### src/rtl/float_div_pkg.sv
// Shared definitions for the floating-point divide scheduler.
//   - state_e       : scheduler FSM encoding (IDLE=0, ISSUE=1, WAIT=2, RESP=3)
//   - FP_*          : IEEE-754 single-precision field positions and the all-ones exponent
//   - fp_signed_inf : builds a signed infinity
//   - fp_mag_zero   : true for +0 / -0
package float_div_pkg;

  typedef enum logic [1:0] {
    StIdle  = 2'd0,
    StIssue = 2'd1,
    StWait  = 2'd2,
    StResp  = 2'd3
  } state_e;

  localparam logic [7:0]  FP_EXP_INF  = 8'hFF;
  localparam int unsigned FP_SIGN_BIT = 31;
  localparam int unsigned FP_EXP_MSB  = 30;
  localparam int unsigned FP_EXP_LSB  = 23;
  localparam int unsigned FP_MAN_MSB  = 22;
  localparam int unsigned FP_MAN_LSB  = 0;

  function automatic logic [31:0] fp_signed_inf(input logic sign);
    logic [31:0] r;
    r                          = '0;
    r[FP_SIGN_BIT]             = sign;
    r[FP_EXP_MSB:FP_EXP_LSB]   = FP_EXP_INF;
    r[FP_MAN_MSB:FP_MAN_LSB]   = '0;
    return r;
  endfunction

  // Sign bit is ignored: both +0 and -0 count as zero.
  function automatic logic fp_mag_zero(input logic [31:0] x);
    return x[FP_EXP_MSB:FP_MAN_LSB] == '0;
  endfunction

endpackage

### src/rtl/rr_arbiter.sv
// Combinational round-robin pick.
//   req         : request vector
//   last_grant  : index granted most recently; search starts one above it and wraps
//   grant       : one-hot winner (all zero when no request)
//   grant_idx   : binary index of the winner
//   grant_valid : at least one request present
module rr_arbiter #(
  parameter int unsigned N     = 4,
  parameter int unsigned IDX_W = $clog2(N)
) (
  input  logic [N-1:0]     req,
  input  logic [IDX_W-1:0] last_grant,
  output logic [N-1:0]     grant,
  output logic [IDX_W-1:0] grant_idx,
  output logic             grant_valid
);

  localparam int unsigned SW = IDX_W + 1;

  logic [SW-1:0]  shift;
  logic [2*N-1:0] req_dbl;
  logic [N-1:0]   rot;
  logic [N-1:0]   pick_rot;
  logic [SW-1:0]  pick_j;
  logic [2*N-1:0] gnt_dbl;
  logic [SW-1:0]  sum;

  // Rotate so that bit 0 of rot is requester last_grant+1, pick the lowest set bit,
  // then rotate the one-hot pick back into requester order.
  always_comb begin
    shift       = SW'(last_grant) + SW'(1);
    req_dbl     = {req, req};
    rot         = N'(req_dbl >> shift);
    pick_rot    = '0;
    pick_j      = '0;
    grant_valid = 1'b0;
    for (int j = 0; j < int'(N); j++) begin
      if (!grant_valid && rot[j]) begin
        grant_valid = 1'b1;
        pick_rot[j] = 1'b1;
        pick_j      = SW'(j);
      end
    end
    gnt_dbl = {{N{1'b0}}, pick_rot} << shift;
    grant   = gnt_dbl[N-1:0] | gnt_dbl[2*N-1:N];
    sum     = shift + pick_j;
    if (sum >= SW'(N)) begin
      sum = sum - SW'(N);
    end
    grant_idx = sum[IDX_W-1:0];
  end

endmodule

### src/rtl/float_div_scheduler.sv
// Shares one single-precision divide unit among NUM_REQ requesters, one request at a time.
//   clk, reset            : clock, asynchronous active-high reset
//   req_valid/req_ready   : per-requester handshake; req_ready is a one-hot grant in IDLE
//   req_a, req_b          : packed dividends/divisors, requester i at [32i+31:32i]
//   resp_valid/resp_ready : result handshake
//   resp_id/data/dbz      : owner, quotient, divide-by-zero flag
//   div_a, div_b          : operands to the external divider
//   div_enable            : one-cycle start pulse to the divider
//   div_out               : divider quotient, valid DIV_LATENCY cycles after div_enable
module float_div_scheduler
  import float_div_pkg::*;
#(
  parameter int unsigned NUM_REQ     = 4,
  parameter int unsigned DIV_LATENCY = 2,
  parameter int unsigned ID_W        = $clog2(NUM_REQ)
) (
  input  logic                  clk,
  input  logic                  reset,
  input  logic [NUM_REQ-1:0]    req_valid,
  input  logic [NUM_REQ*32-1:0] req_a,
  input  logic [NUM_REQ*32-1:0] req_b,
  output logic [NUM_REQ-1:0]    req_ready,
  output logic                  resp_valid,
  input  logic                  resp_ready,
  output logic [ID_W-1:0]       resp_id,
  output logic [31:0]           resp_data,
  output logic                  resp_dbz,
  output logic [31:0]           div_a,
  output logic [31:0]           div_b,
  output logic                  div_enable,
  input  logic [31:0]           div_out
);

  localparam int unsigned CNT_W = (DIV_LATENCY > 1) ? $clog2(DIV_LATENCY) : 1;

  state_e             state_q;
  logic [CNT_W-1:0]   cnt_q;
  logic [ID_W-1:0]    last_grant_q;
  logic [ID_W-1:0]    id_q;
  logic [31:0]        a_q;
  logic [31:0]        b_q;
  logic [31:0]        resp_data_q;
  logic               resp_valid_q;
  logic               resp_dbz_q;
  logic               div_enable_q;

  logic [NUM_REQ-1:0] grant;
  logic [ID_W-1:0]    grant_idx;
  logic               grant_any;
  logic [31:0]        sel_a;
  logic [31:0]        sel_b;
  logic               accept;
  logic               sel_dbz;

  rr_arbiter #(
    .N     (NUM_REQ),
    .IDX_W (ID_W)
  ) u_arb (
    .req         (req_valid),
    .last_grant  (last_grant_q),
    .grant       (grant),
    .grant_idx   (grant_idx),
    .grant_valid (grant_any)
  );

  // One-hot operand mux driven by the arbiter's grant.
  always_comb begin
    sel_a = '0;
    sel_b = '0;
    for (int i = 0; i < int'(NUM_REQ); i++) begin
      if (grant[i]) begin
        sel_a = req_a[32*i +: 32];
        sel_b = req_b[32*i +: 32];
      end
    end
  end

  assign accept  = (state_q == StIdle) && grant_any;
  assign sel_dbz = fp_mag_zero(sel_b);

  // Grant depends only on registered state and req_valid, never on resp_ready.
  assign req_ready = ((state_q == StIdle) && !reset) ? grant : '0;

  always_ff @(posedge clk or posedge reset) begin
    if (reset) begin
      state_q      <= StIdle;
      cnt_q        <= '0;
      last_grant_q <= ID_W'(NUM_REQ - 1);
      id_q         <= '0;
      a_q          <= '0;
      b_q          <= '0;
      resp_data_q  <= '0;
      resp_valid_q <= 1'b0;
      resp_dbz_q   <= 1'b0;
      div_enable_q <= 1'b0;
    end else begin
      div_enable_q <= 1'b0;
      unique case (state_q)
        StIdle: begin
          if (accept) begin
            id_q         <= grant_idx;
            last_grant_q <= grant_idx;
            if (sel_dbz) begin
              // Resolved locally; divider operands keep their last issued values.
              resp_data_q  <= fp_signed_inf(sel_a[FP_SIGN_BIT] ^ sel_b[FP_SIGN_BIT]);
              resp_dbz_q   <= 1'b1;
              resp_valid_q <= 1'b1;
              state_q      <= StResp;
            end else begin
              a_q          <= sel_a;
              b_q          <= sel_b;
              div_enable_q <= 1'b1;
              state_q      <= StIssue;
            end
          end
        end
        StIssue: begin
          cnt_q   <= CNT_W'(DIV_LATENCY - 1);
          state_q <= StWait;
        end
        StWait: begin
          if (cnt_q == '0) begin
            resp_data_q  <= div_out;
            resp_dbz_q   <= 1'b0;
            resp_valid_q <= 1'b1;
            state_q      <= StResp;
          end else begin
            cnt_q <= cnt_q - CNT_W'(1);
          end
        end
        StResp: begin
          if (resp_ready) begin
            resp_valid_q <= 1'b0;
            state_q      <= StIdle;
          end
        end
        default: state_q <= StIdle;
      endcase
    end
  end

  assign resp_valid = resp_valid_q;
  assign resp_id    = id_q;
  assign resp_data  = resp_data_q;
  assign resp_dbz   = resp_dbz_q;
  assign div_a      = a_q;
  assign div_b      = b_q;
  assign div_enable = div_enable_q;

endmodule

### config.mk
export PLATFORM = sky130hd
export DESIGN_NAME = float_div_scheduler
export DESIGN_NICKNAME = d
export VERILOG_FILES = /design/src/rtl/float_div_pkg.sv /design/src/rtl/rr_arbiter.sv /design/src/rtl/float_div_scheduler.sv
export SDC_FILE = /design/constraint.sdc
export NUM_CORES = 1
export LEC_CHECK = 0
export CORE_MARGIN = 2
export CORE_UTILIZATION = 30
export DETAILED_ROUTE_END_ITERATION = 8
export PLACE_DENSITY_LB_ADDON = 0.12
export SLEW_MARGIN = 30
export SYNTH_ARGS = -nofsm -noshare
export SYNTH_HDL_FRONTEND = slang
export SYNTH_SLANG_ARGS = --single-unit
export TNS_END_PERCENT = 1
### constraint.sdc
create_clock -name clk -period 4.7 [get_ports clk]
set_input_delay 0.47 -clock clk [delete_from_list [all_inputs] [get_ports clk]]
set_output_delay 0.47 -clock clk [all_outputs]
set_load 0.01 [all_outputs]
==> impl_results.md, run 1 <==
- Status: finished, final reports clean
- GRT overflow: 0
- Cell area after synthesis: 6800 um2
- Reg2reg start: last_grant_q[1]
- Vias per Instance: around 5.4
- Post-Syn Nets: roughly 970
- Placed cell count: about 1300
- Clk sinks: 106
- Pwr Density: ~760 nW/um2
- Total GRT Usage: 0.237
- Leakage: roughly 4.7 nW
- DR DRC count: 0
- Max VDD drop: 0.297 mV
- Fin Clk Skew: 0.0142 ns
- Type of the worst min-delay path: reg2reg
- DIE AREA: between 20000 and 25000 um2
- Commonest non-fill, non-tap cell in the layout: clkdlybuf4s50_1
- Reg-to-Reg End: resp_data[10]
- DRT Wirelength: roughly 29 mm
- Ys async rst share: 1.00
- Max Slew Vio Count: 0
- 1st-pass router iterations: 6
- Crit path capture type: output port
- Hold wc startpoint: div_b[15]
- Final GP Congestion: just under 0.9
- Clock transition at path regs: 0.09 ns
- Largest net degree at the start of global routing: 60
- Postcts setup bufs: 0
- Share of layout cells above drive strength 1: 0.124
- Area leader, netlist: dfrtp_1
- Fmax: about 0.23 GHz
- Mean post-synth cell area: 10.2 um2
- First-pass GRT wire length: approximately 44 mm
- Initial Util: 0.303
- Slew @ Worst Pin: approximately 0.78 ns
- Final std cells w/o fill: ~1400
- Final hold vios: 0
- CTS max path bufs: 2
- Max-Cap Viols: 0
- Post-synth top flop: dfrtp_1
- Row count: 55
- Post-route ant nets: 0
- Slew HR: 0.477
- Critical path type: in2out
- Distinct cells, synth: 72
- Critical path required time: approximately 4.2 ns
- # hold bufs at CTS: 0
- Final setup violation count: 0
- Height of the die: ~150 um
- Max H-tree Level: 3
- DR iter-0 viols: about 540
- Main area contributors after synthesis: dfrtp_1, mux2_4, nand2_1, a222oi_1, a221o_1
- Crit share post-route: 0.916
- Layout Nets: ~1400
- Vias: ~7300
- Die width: 155 um
- Placed wire-length estimate: 23.2 mm
- Num CTS Buffers: 9
- WL/cell: ~22 um
- Area post-placement: approximately 11000 um2
- Initial antenna violation count: 2
- Type of origin of the critical path: primary input
- YS warnings: 0
- Proportion of synthesized chip area in sequential cells: 0.391
- #FFs+latches synth: 106
- Clk_lat worst skew: about 0.36 ns
- Clk root buf: clkbuf_16
- Commonest cells after routing, fill and taps aside: clkdlybuf4s50_1, dfrtp_1, nand2_1, mux2_4, a222oi_1
- Reg2reg setup slack: approximately 0.48 ns
- Cells after Synth: roughly 670
- FF-to-FF path depth: 12
- RSZ-0062 raised after global routing: false
- P&R area growth vs syn: 68.2%
- Worst hold stages: 1
- CORE AREA: between 20000 and 25000 um2
- Util after Layout: 0.510
- TritonCTS clock tree: done
- Post-synth EDFFs: 0
- Min Tclk post-route: 4.30 ns
- Port Buf Inserts: about 400
- Crit path max fanout: 31
- Hold path endpoint: div_b[15]
- CTS resizes: 0
- Worst Path Arrival: 3.83 ns
- Setup_tns: 0 ns
- Yosys top cell area share: 0.383
- I/O Pins: 400
- Number of global-route vias before repair: between 7000 and 8000
- Post-route cell area: roughly 11000 um2
layout make-up:
cell class	instances	area (um2)
flip-flops and latches	106	2660
repair buffers	435	4310
diodes	2	5.00
multi-input cells	485	3710
well taps	285	357
clock inverters	7	82.6
inverters	23	88.8
fillers	2065	11000
clock buffers	9	225
routing by layer:
layer	global-route usage	wire (um)	vias up
li1	-	-	3355
met2	0.421	14600	333
met5	0	0	-
met3	0.0395	1960	44
met1	0.287	11700	3549
met4	0.0895	892	0
synthesized netlist by cell type, types with 5 or more instances:
cell type / instances
a21oi_1: 28
clkbuf_1: 26
nand2_1: 97
nor3_1: 7
nor2_1: 30
mux2i_1: 6
buf_2: 14
mux2_4: 44
a222oi_1: 36
nand3_1: 5
o21ai_0: 34
a22oi_1: 8
a22o_1: 24
dfrtp_1: 104
mux2_1: 5
a2bb2oi_1: 8
and2_1: 8
o21ai_1: 5
buf_4: 6
a311oi_1: 7
nor2b_1: 6
a221oi_1: 10
mux2_2: 12
inv_1: 23
ha_1: 6
nor4_1: 8
buf_12: 5
a221o_1: 21
state kept, by name, indices dropped and copies added, names as in the netlist:
signal and flops:
last_grant_q 2, state_q 2, resp_valid 1, resp_dbz 1, div_enable 1, cnt_q 1
div_b 32, resp_id 2, div_a 32, resp_data 32
cell families after synthesis:
kind of cell / Yosys count / share of synthesized area
buffers and inverters: 77 / 0.0642
adder cells (fa/ha/maj): 6 / 0.0110
XOR/XNOR: 3 / 0.00387
flip-flops: 106 / 0.391
multiplexers: 68 / 0.137
AND/OR/NAND/NOR: 191 / 0.134
AO/OA/AOI/OAI: 217 / 0.259
worst max-delay path, stage by stage:
cell             delay, ns
clkdlybuf4s50_1       0.63
or4b_1                0.58
o22a_2                0.27
a211oi_4              0.32
or2_2                 0.35
buf_4                 0.39
nor2b_1               0.23
clkdlybuf4s50_1       0.58
how the worst max path moves through the flow:
stage | startpoint | to | cells past startpoint
floorplan | reset | req_ready[0] | 3
global placement | req_valid[2] | resp_data[19] | 13
detailed placement | req_valid[2] | resp_data[17] | 13
CTS | req_valid[1] | req_ready[1] | 8
global route | req_valid[1] | req_ready[1] | 8
finish | req_valid[1] | req_ready[1] | 8
where the power goes:
part	switching, mW	total [mW]	internal [mW]
Combinational	3.10	6.23	3.13
Sequential	0.261	1.67	1.41
Clock	0.405	0.784	0.379
stage by stage:
step	power (mW)	worst slack (ns)	hold slack, ns
floorplan	5.54	0.880	0.523
global placement	7.90	0.0485	0.470
detailed placement	7.94	0.0460	0.477
CTS	8.77	0.327	0.496
global route	9.30	0.181	0.503
finish	8.69	0.396	0.494
Note: power is estimated with default switching activity, not from simulation.
==> run 2: changes to the inputs <==
--- a/config.mk
+++ b/config.mk
@@ -5,9 +5,9 @@
 export SDC_FILE = /design/constraint.sdc
 export NUM_CORES = 1
 export LEC_CHECK = 0
-export CORE_MARGIN = 2
-export CORE_UTILIZATION = 30
+export CORE_AREA = 2 2 154 156
 export DETAILED_ROUTE_END_ITERATION = 8
+export DIE_AREA = 0 0 156 158
 export PLACE_DENSITY_LB_ADDON = 0.12
 export SLEW_MARGIN = 30
 export SYNTH_ARGS = -nofsm -noshare
==> run 2 against run 1 <==
Maximum frequency up 2.3%. Flip-flop and latch count did not move. Sequential power about the same. Sequential share of layout area fell by 0.28 points. Global-route usage down 0.29 points. Register-to-register slack better by 0.13 ns. Clock skew down 0.0033 ns. Setup slack gained 0.096 ns. Critical endpoint is now div_b[6]. Highest routed layer unchanged. First-iteration DRC count down 0.37%. Clock-buffer cell count is 1 higher.
==> impl_results.md, run 2 (synthesis results as in run 1) <==
- Status: finished, final reports clean (unchanged)
- Placed wire-length estimate: 23.5 mm (was 23.2 mm)
- Setup_tns: 0 ns (unchanged)
- Max H-tree Level: 3 (unchanged)
- First-pass GRT wire length: 43.8 mm (was 43.5 mm)
- I/O Pins: 400 (unchanged)
- Largest net degree at the start of global routing: 55 (was 60)
- Crit share post-route: 0.895 (was 0.916)
- # hold bufs at CTS: 0 (unchanged)
- Slew HR: 0.485 (was 0.477)
- Pwr Density: 776 nW/um2 (was 760 nW/um2)
- DR iter-0 viols: 535 (was 537)
- Max VDD drop: 0.301 mV (was 0.297 mV)
- Height of the die: 158 um (was 155 um)
- Critical path type: in2reg (was in2out)
- Slew @ Worst Pin: 0.772 ns (was 0.782 ns)
- Row count: 56 (was 55)
- Total GRT Usage: 0.234 (was 0.237)
- Crit path max fanout: 37 (was 31)
- Postcts setup bufs: 0 (unchanged)
- Initial antenna violation count: 1 (was 2)
- GRT overflow: 0 (unchanged)
- Commonest non-fill, non-tap cell in the layout: clkdlybuf4s50_1 (unchanged)
- TritonCTS clock tree: done (unchanged)
- Max Slew Vio Count: 0 (unchanged)
- Commonest cells after routing, fill and taps aside: clkdlybuf4s50_1, dfrtp_1, nand2_1, buf_4, mux2_4 (was clkdlybuf4s50_1, dfrtp_1, nand2_1, mux2_4, a222oi_1)
- Util after Layout: 0.502 (was 0.510)
- Clock transition at path regs: 0.08 ns (was 0.09 ns)
- Fmax: 0.238 GHz (was 0.232 GHz)
- Type of origin of the critical path: primary input (unchanged)
- Max-Cap Viols: 0 (unchanged)
- Critical path required time: 4.94 ns (was 4.23 ns)
- CTS max path bufs: 2 (unchanged)
- Port Buf Inserts: 399 (unchanged)
- Power Total: 8.98 mW (was 8.69 mW)
- Clk root buf: clkbuf_16 (unchanged)
- Worst Path Arrival: 4.45 ns (was 3.83 ns)
- Fin Clk Skew: 0.0108 ns (was 0.0142 ns)
- Clk_lat worst skew: 0.35 ns (was 0.36 ns)
- DR DRC count: 0 (unchanged)
- Initial Util: 0.295 (was 0.303)
- Min Tclk post-route: 4.21 ns (was 4.30 ns)
- Reg2reg start: last_grant_q[0] (was last_grant_q[1])
- Placed cell count: 1357 (was 1334)
- Leakage: 4.79 nW (was 4.70 nW)
- Share of layout cells above drive strength 1: 0.138 (was 0.124)
- Clk sinks: 106 (unchanged)
- Final hold vios: 0 (unchanged)
- Reg2reg setup slack: 0.61 ns (was 0.48 ns)
- Final setup violation count: 0 (unchanged)
- Final std cells w/o fill: 1373 (was 1352)
- WL/cell: 21.6 um (about the same)
- P&R area growth vs syn: 70.3% (was 68.2%)
- DRT Wirelength: 29.7 mm (was 29.2 mm)
- Die width: 156 um (was 155 um)
- 1st-pass router iterations: 6 (unchanged)
- CTS resizes: 0 (unchanged)
- Num CTS Buffers: 9 (unchanged)
- Post-route ant nets: 0 (unchanged)
- Hold wc startpoint: div_b[17] (was div_b[15])
- DIE AREA: 24600 um2 (was 23900 um2)
- Crit path capture type: flip-flop (was output port)
- Final GP Congestion: 0.871 (was 0.869)
- Vias: 7320 (was 7281)
- Number of global-route vias before repair: 7353 (was 7288)
- Beginning of the critical path: req_valid[3] (was req_valid[1])
- Type of the worst min-delay path: reg2reg (unchanged)
- Vias per Instance: 5.33 (was 5.39)
- Layout Nets: 1379 (was 1361)
- CORE AREA: 23100 um2 (was 22400 um2)
- RSZ-0062 raised after global routing: false (unchanged)
## run 2: changes by cell type in the layout (fill, tap and decap cells not counted)
cell / previous run / this run
buf_12: 4 / 6
clkbuf_8: 0 / 1
diode_2: 2 / 1
clkinvlp_4: 1 / 2
inv_6: 2 / 1
clkinv_4: 1 / 0
inv_8: 0 / 2
clkinv_8: 3 / 0
buf_4: 32 / 48
## run 2: layout make-up
class,instances,area [um2]
Sequential cell,106,2660
Clock inverter,5,46.3
Antenna cell,1,2.50
Timing Repair Buffer,453,4470
Multi-Input combinational cell,485,3710
Fill cell,2109,11500
Tap cell,290,363
Inverter,23,88.8
Clock buffer,10,239
## run 2: layer usage
metal | part of all wire | vias up | wire (um) | track usage
met4 | 0.021 | 0 | 614 | 0.0607
li1 | - | 3388 | - | -
met1 | 0.40 | 3517 | 11800 | 0.284
met3 | 0.077 | 32 | 2280 | 0.0542
met2 | 0.51 | 383 | 15000 | 0.418
met5 | 0 | - | 0 | 0
## run 2: where the power goes
part | internal, mW | switching, mW
clock network | 0.382 | 0.379
logic | 3.34 | 3.21
registers | 1.41 | 0.262
total | 5.13 | 3.85
## run 2: final timing paths
| check | to | depth (start not counted) |
|---|---|---|
| worst max-delay path | div_b[6] | 13 |
| worst min-delay path | div_b[17] | 1 |
| worst max register to register | resp_data[7] | 13 |
| worst min register to register | div_b[17] | 1 |
| max in group asynchronous | div_b[13] | 4 |
| min in group asynchronous | resp_data[16] | 3 |
## run 2: worst max-delay path: stages
cell and delay, ns:
clkdlybuf4s50_1 0.64, nor4b_1 0.45, a31oi_1 0.10, o32ai_2 0.54
or2_2 0.38, buf_12 0.19, a221oi_2 0.07, o31a_1 0.30
and4_1 0.21, and4_4 0.20, a21oi_4 0.21, buf_12 0.31
mux2_2 0.37
## run 2: per-stage QoR
stage               hold slack (ns)  setup WS, ns  instance area [um2]
CTS                           0.494         0.466                11600
floorplan                     0.523         0.880                 6800
finish                        0.488         0.493                11600
global route                  0.520         0.135                11600
detailed placement            0.476        0.0763                11300
global placement              0.473         0.182                11300
==> run 3: changes to the inputs <==
--- a/config.mk
+++ b/config.mk
@@ -9,6 +9,7 @@
 export DETAILED_ROUTE_END_ITERATION = 8
 export DIE_AREA = 0 0 156 158
 export PLACE_DENSITY_LB_ADDON = 0.12
+export RECOVER_POWER = 100
 export SLEW_MARGIN = 30
 export SYNTH_ARGS = -nofsm -noshare
 export SYNTH_HDL_FRONTEND = slang
==> run 3 against run 2 <==
The run now ends with capacitance limit, slew limit left. Combinational power decreased by 8.9%. Hold slack got worse by 0.0073 ns. Clock power about the same. Maximum frequency decreased by 3.6%. Critical path depth decreased by 4. Register-to-register slack about the same. Flip-flop and latch count unchanged. Final cell count unchanged. Via count decreased by 1.4%. First-iteration DRC count unchanged. Sequential power about the same. Largest cell class unchanged. Largest power group unchanged.
==> impl_results.md, run 3 (synthesis results as in run 1) <==
- Clk root buf: clkbuf_16 (unchanged)
- Height of the die: 158 um (unchanged)
- Port Buf Inserts: 399 (unchanged)
- # hold bufs at CTS: 0 (unchanged)
- Vias per Instance: 5.26 (was 5.33)
- Initial antenna violation count: 1 (unchanged)
- P&R area growth vs syn: 67.6% (was 70.3%)
- Fmax: 0.229 GHz (was 0.238 GHz)
- Final setup violation count: 0 (unchanged)
- 1st-pass router iterations: 8 (was 6)
- Max-Cap Viols: 1 (was 0)
- Util after Layout: 0.494 (was 0.502)
- Vias: 7216 (was 7320)
- Placed wire-length estimate: 23.5 mm (unchanged)
- Final GP Congestion: 0.871 (unchanged)
- Crit share post-route: 0.928 (was 0.895)
- Commonest non-fill, non-tap cell in the layout: clkdlybuf4s50_1 (unchanged)
- GRT overflow: 0 (unchanged)
- CTS resizes: 0 (unchanged)
- Total GRT Usage: 0.234 (unchanged)
- Largest net degree at the start of global routing: 55 (unchanged)
- Clock transition at path regs: 0.07 ns (was 0.08 ns)
- Max VDD drop: 0.260 mV (was 0.301 mV)
- Row count: 56 (unchanged)
- Logic pwr share: 0.713 (was 0.729)
- Clk sinks: 106 (unchanged)
- DIE AREA: 24600 um2 (unchanged)
- Num CTS Buffers: 9 (unchanged)
- I/O Pins: 400 (unchanged)
- TritonCTS clock tree: done (unchanged)
- Sequential Power Share: 0.196 (was 0.186)
- P_sw: 3.75 mW (was 3.85 mW)
- CTS max path bufs: 2 (unchanged)
- Critical path type: in2out (was in2reg)
- Critical path required time: 4.23 ns (was 4.94 ns)
- Worst Path Arrival: 3.89 ns (was 4.45 ns)
- Crit path capture type: output port (was flip-flop)
- Crit path max fanout: 19 (was 37)
- Type of origin of the critical path: primary input (unchanged)
- Setup_tns: 0 ns (unchanged)
- RSZ-0062 raised after global routing: false (unchanged)
- Pwr Density: 735 nW/um2 (was 776 nW/um2)
- First-pass GRT wire length: 43.8 mm (unchanged)
- Clk_lat worst skew: 0.36 ns (was 0.35 ns)
- Post-route cell area: 11400 um2 (was 11600 um2)
- Min Tclk post-route: 4.36 ns (was 4.21 ns)
- Slew @ Worst Pin: 3.14 ns (was 0.772 ns)
- CORE AREA: 23100 um2 (unchanged)
- Status: finished with violations (was finished, final reports clean)
- DR DRC count: 0 (unchanged)
- Layout Nets: 1379 (unchanged)
- Postcts setup bufs: 0 (unchanged)
- Initial Util: 0.295 (unchanged)
- Post-route ant nets: 0 (unchanged)
- Failing checks: capacitance limit, slew limit
- Number of global-route vias before repair: 7353 (unchanged)
- Die width: 156 um (unchanged)
- Min Hold Slack: 0.481 ns (was 0.488 ns)
- Clk pwr share: 0.091 (was 0.085)
- DRT Wirelength: 29.6 mm (was 29.7 mm)
- Area post-placement: 11300 um2 (unchanged)
- Fin Clk Skew: 0.0121 ns (was 0.0108 ns)
- WL/cell: 21.5 um (was 21.6 um)
- Slew HR: -1.09 (was 0.485)
- Commonest cells after routing, fill and taps aside: clkdlybuf4s50_1, dfrtp_1, dlygate4sd3_1, nand2_1, mux2_1 (was clkdlybuf4s50_1, dfrtp_1, nand2_1, buf_4, mux2_4)
- Share of layout cells above drive strength 1: 0.0943 (was 0.138)
- Pint: 4.62 mW (was 5.13 mW)
- DR iter-0 viols: 535 (unchanged)
- Final hold vios: 0 (unchanged)
- Net Sw Frac: 0.448 (was 0.429)
- Max Slew Vio Count: 55 (was 0)
- Max H-tree Level: 3 (unchanged)
- Type of the worst min-delay path: reg2reg (unchanged)
- Leakage: 4.70 nW (was 4.79 nW)
## run 3: cell types whose count changed in the layout (fill, tap and decap cells not counted), moves of 2 or more
cell             change
clkdlybuf4s50_1    -103
dlygate4sd3_1      +103
mux2_1              +44
mux2_4              -44
buf_4                -4
clkbuf_2             +2
## run 3: final cells by class
class / count / area (um2)
Sequential cell: 106 / 2660
Clock inverter: 5 / 46.3
Tap cell: 290 / 363
Inverter: 23 / 87.6
Clock buffer: 10 / 239
Antenna cell: 1 / 2.50
Timing Repair Buffer: 453 / 4470
Multi-Input combinational cell: 485 / 3530
Fill cell: 2170 / 11700
## run 3: worst max-delay path: stages
cell,delay (ns)
dlygate4sd3_1,0.67
nor4b_1,0.43
a31oi_1,0.10
o32ai_2,0.55
or2_2,0.38
buf_12,0.19
clkbuf_2,0.38
nor2b_1,0.18
clkdlybuf4s50_1,0.54
## run 3: power groups by stage
stage | Sequential, mW | Clock, mW | Combinational [mW]
floorplan | 1.86 | 0 | 3.68
CTS | 1.68 | 0.789 | 6.60
global placement | 1.69 | 0 | 6.53
detailed placement | 1.69 | 0 | 6.58
finish | 1.64 | 0.763 | 5.97
global route | 1.71 | 0.824 | 6.50
## run 3: worst paths after layout
kind | endpoint | cells after the start | startpoint | slack [ns]
worst max-delay path | req_ready[0] | 9 | req_valid[2] | 0.34
worst min-delay path | div_a[0] | 1 | div_a[0] | 0.48
worst max register to register | div_b[21] | 13 | last_grant_q[0] | 0.62
worst min register to register | div_a[0] | 1 | div_a[0] | 0.48
max in group asynchronous | resp_data[27] | 4 | reset | 0.87
min in group asynchronous | resp_data[16] | 3 | reset | 1.76
## run 3: stage by stage
stage               total power [mW]  instances  setup WS, ns
floorplan                       5.54        668         0.880
global placement                8.21       1357         0.182
detailed placement              8.27       1357        0.0763
CTS                             9.06       1372         0.466
global route                    9.03       1373         0.106
finish                          8.37       1373         0.337
## run 3: metal layers
metal | track usage | vias up | part of all wire
met5 | 0 | - | 0
met4 | 0.0607 | 0 | 0.021
met3 | 0.0542 | 32 | 0.072
met2 | 0.418 | 336 | 0.50
met1 | 0.284 | 3458 | 0.40
li1 | - | 3390 | -
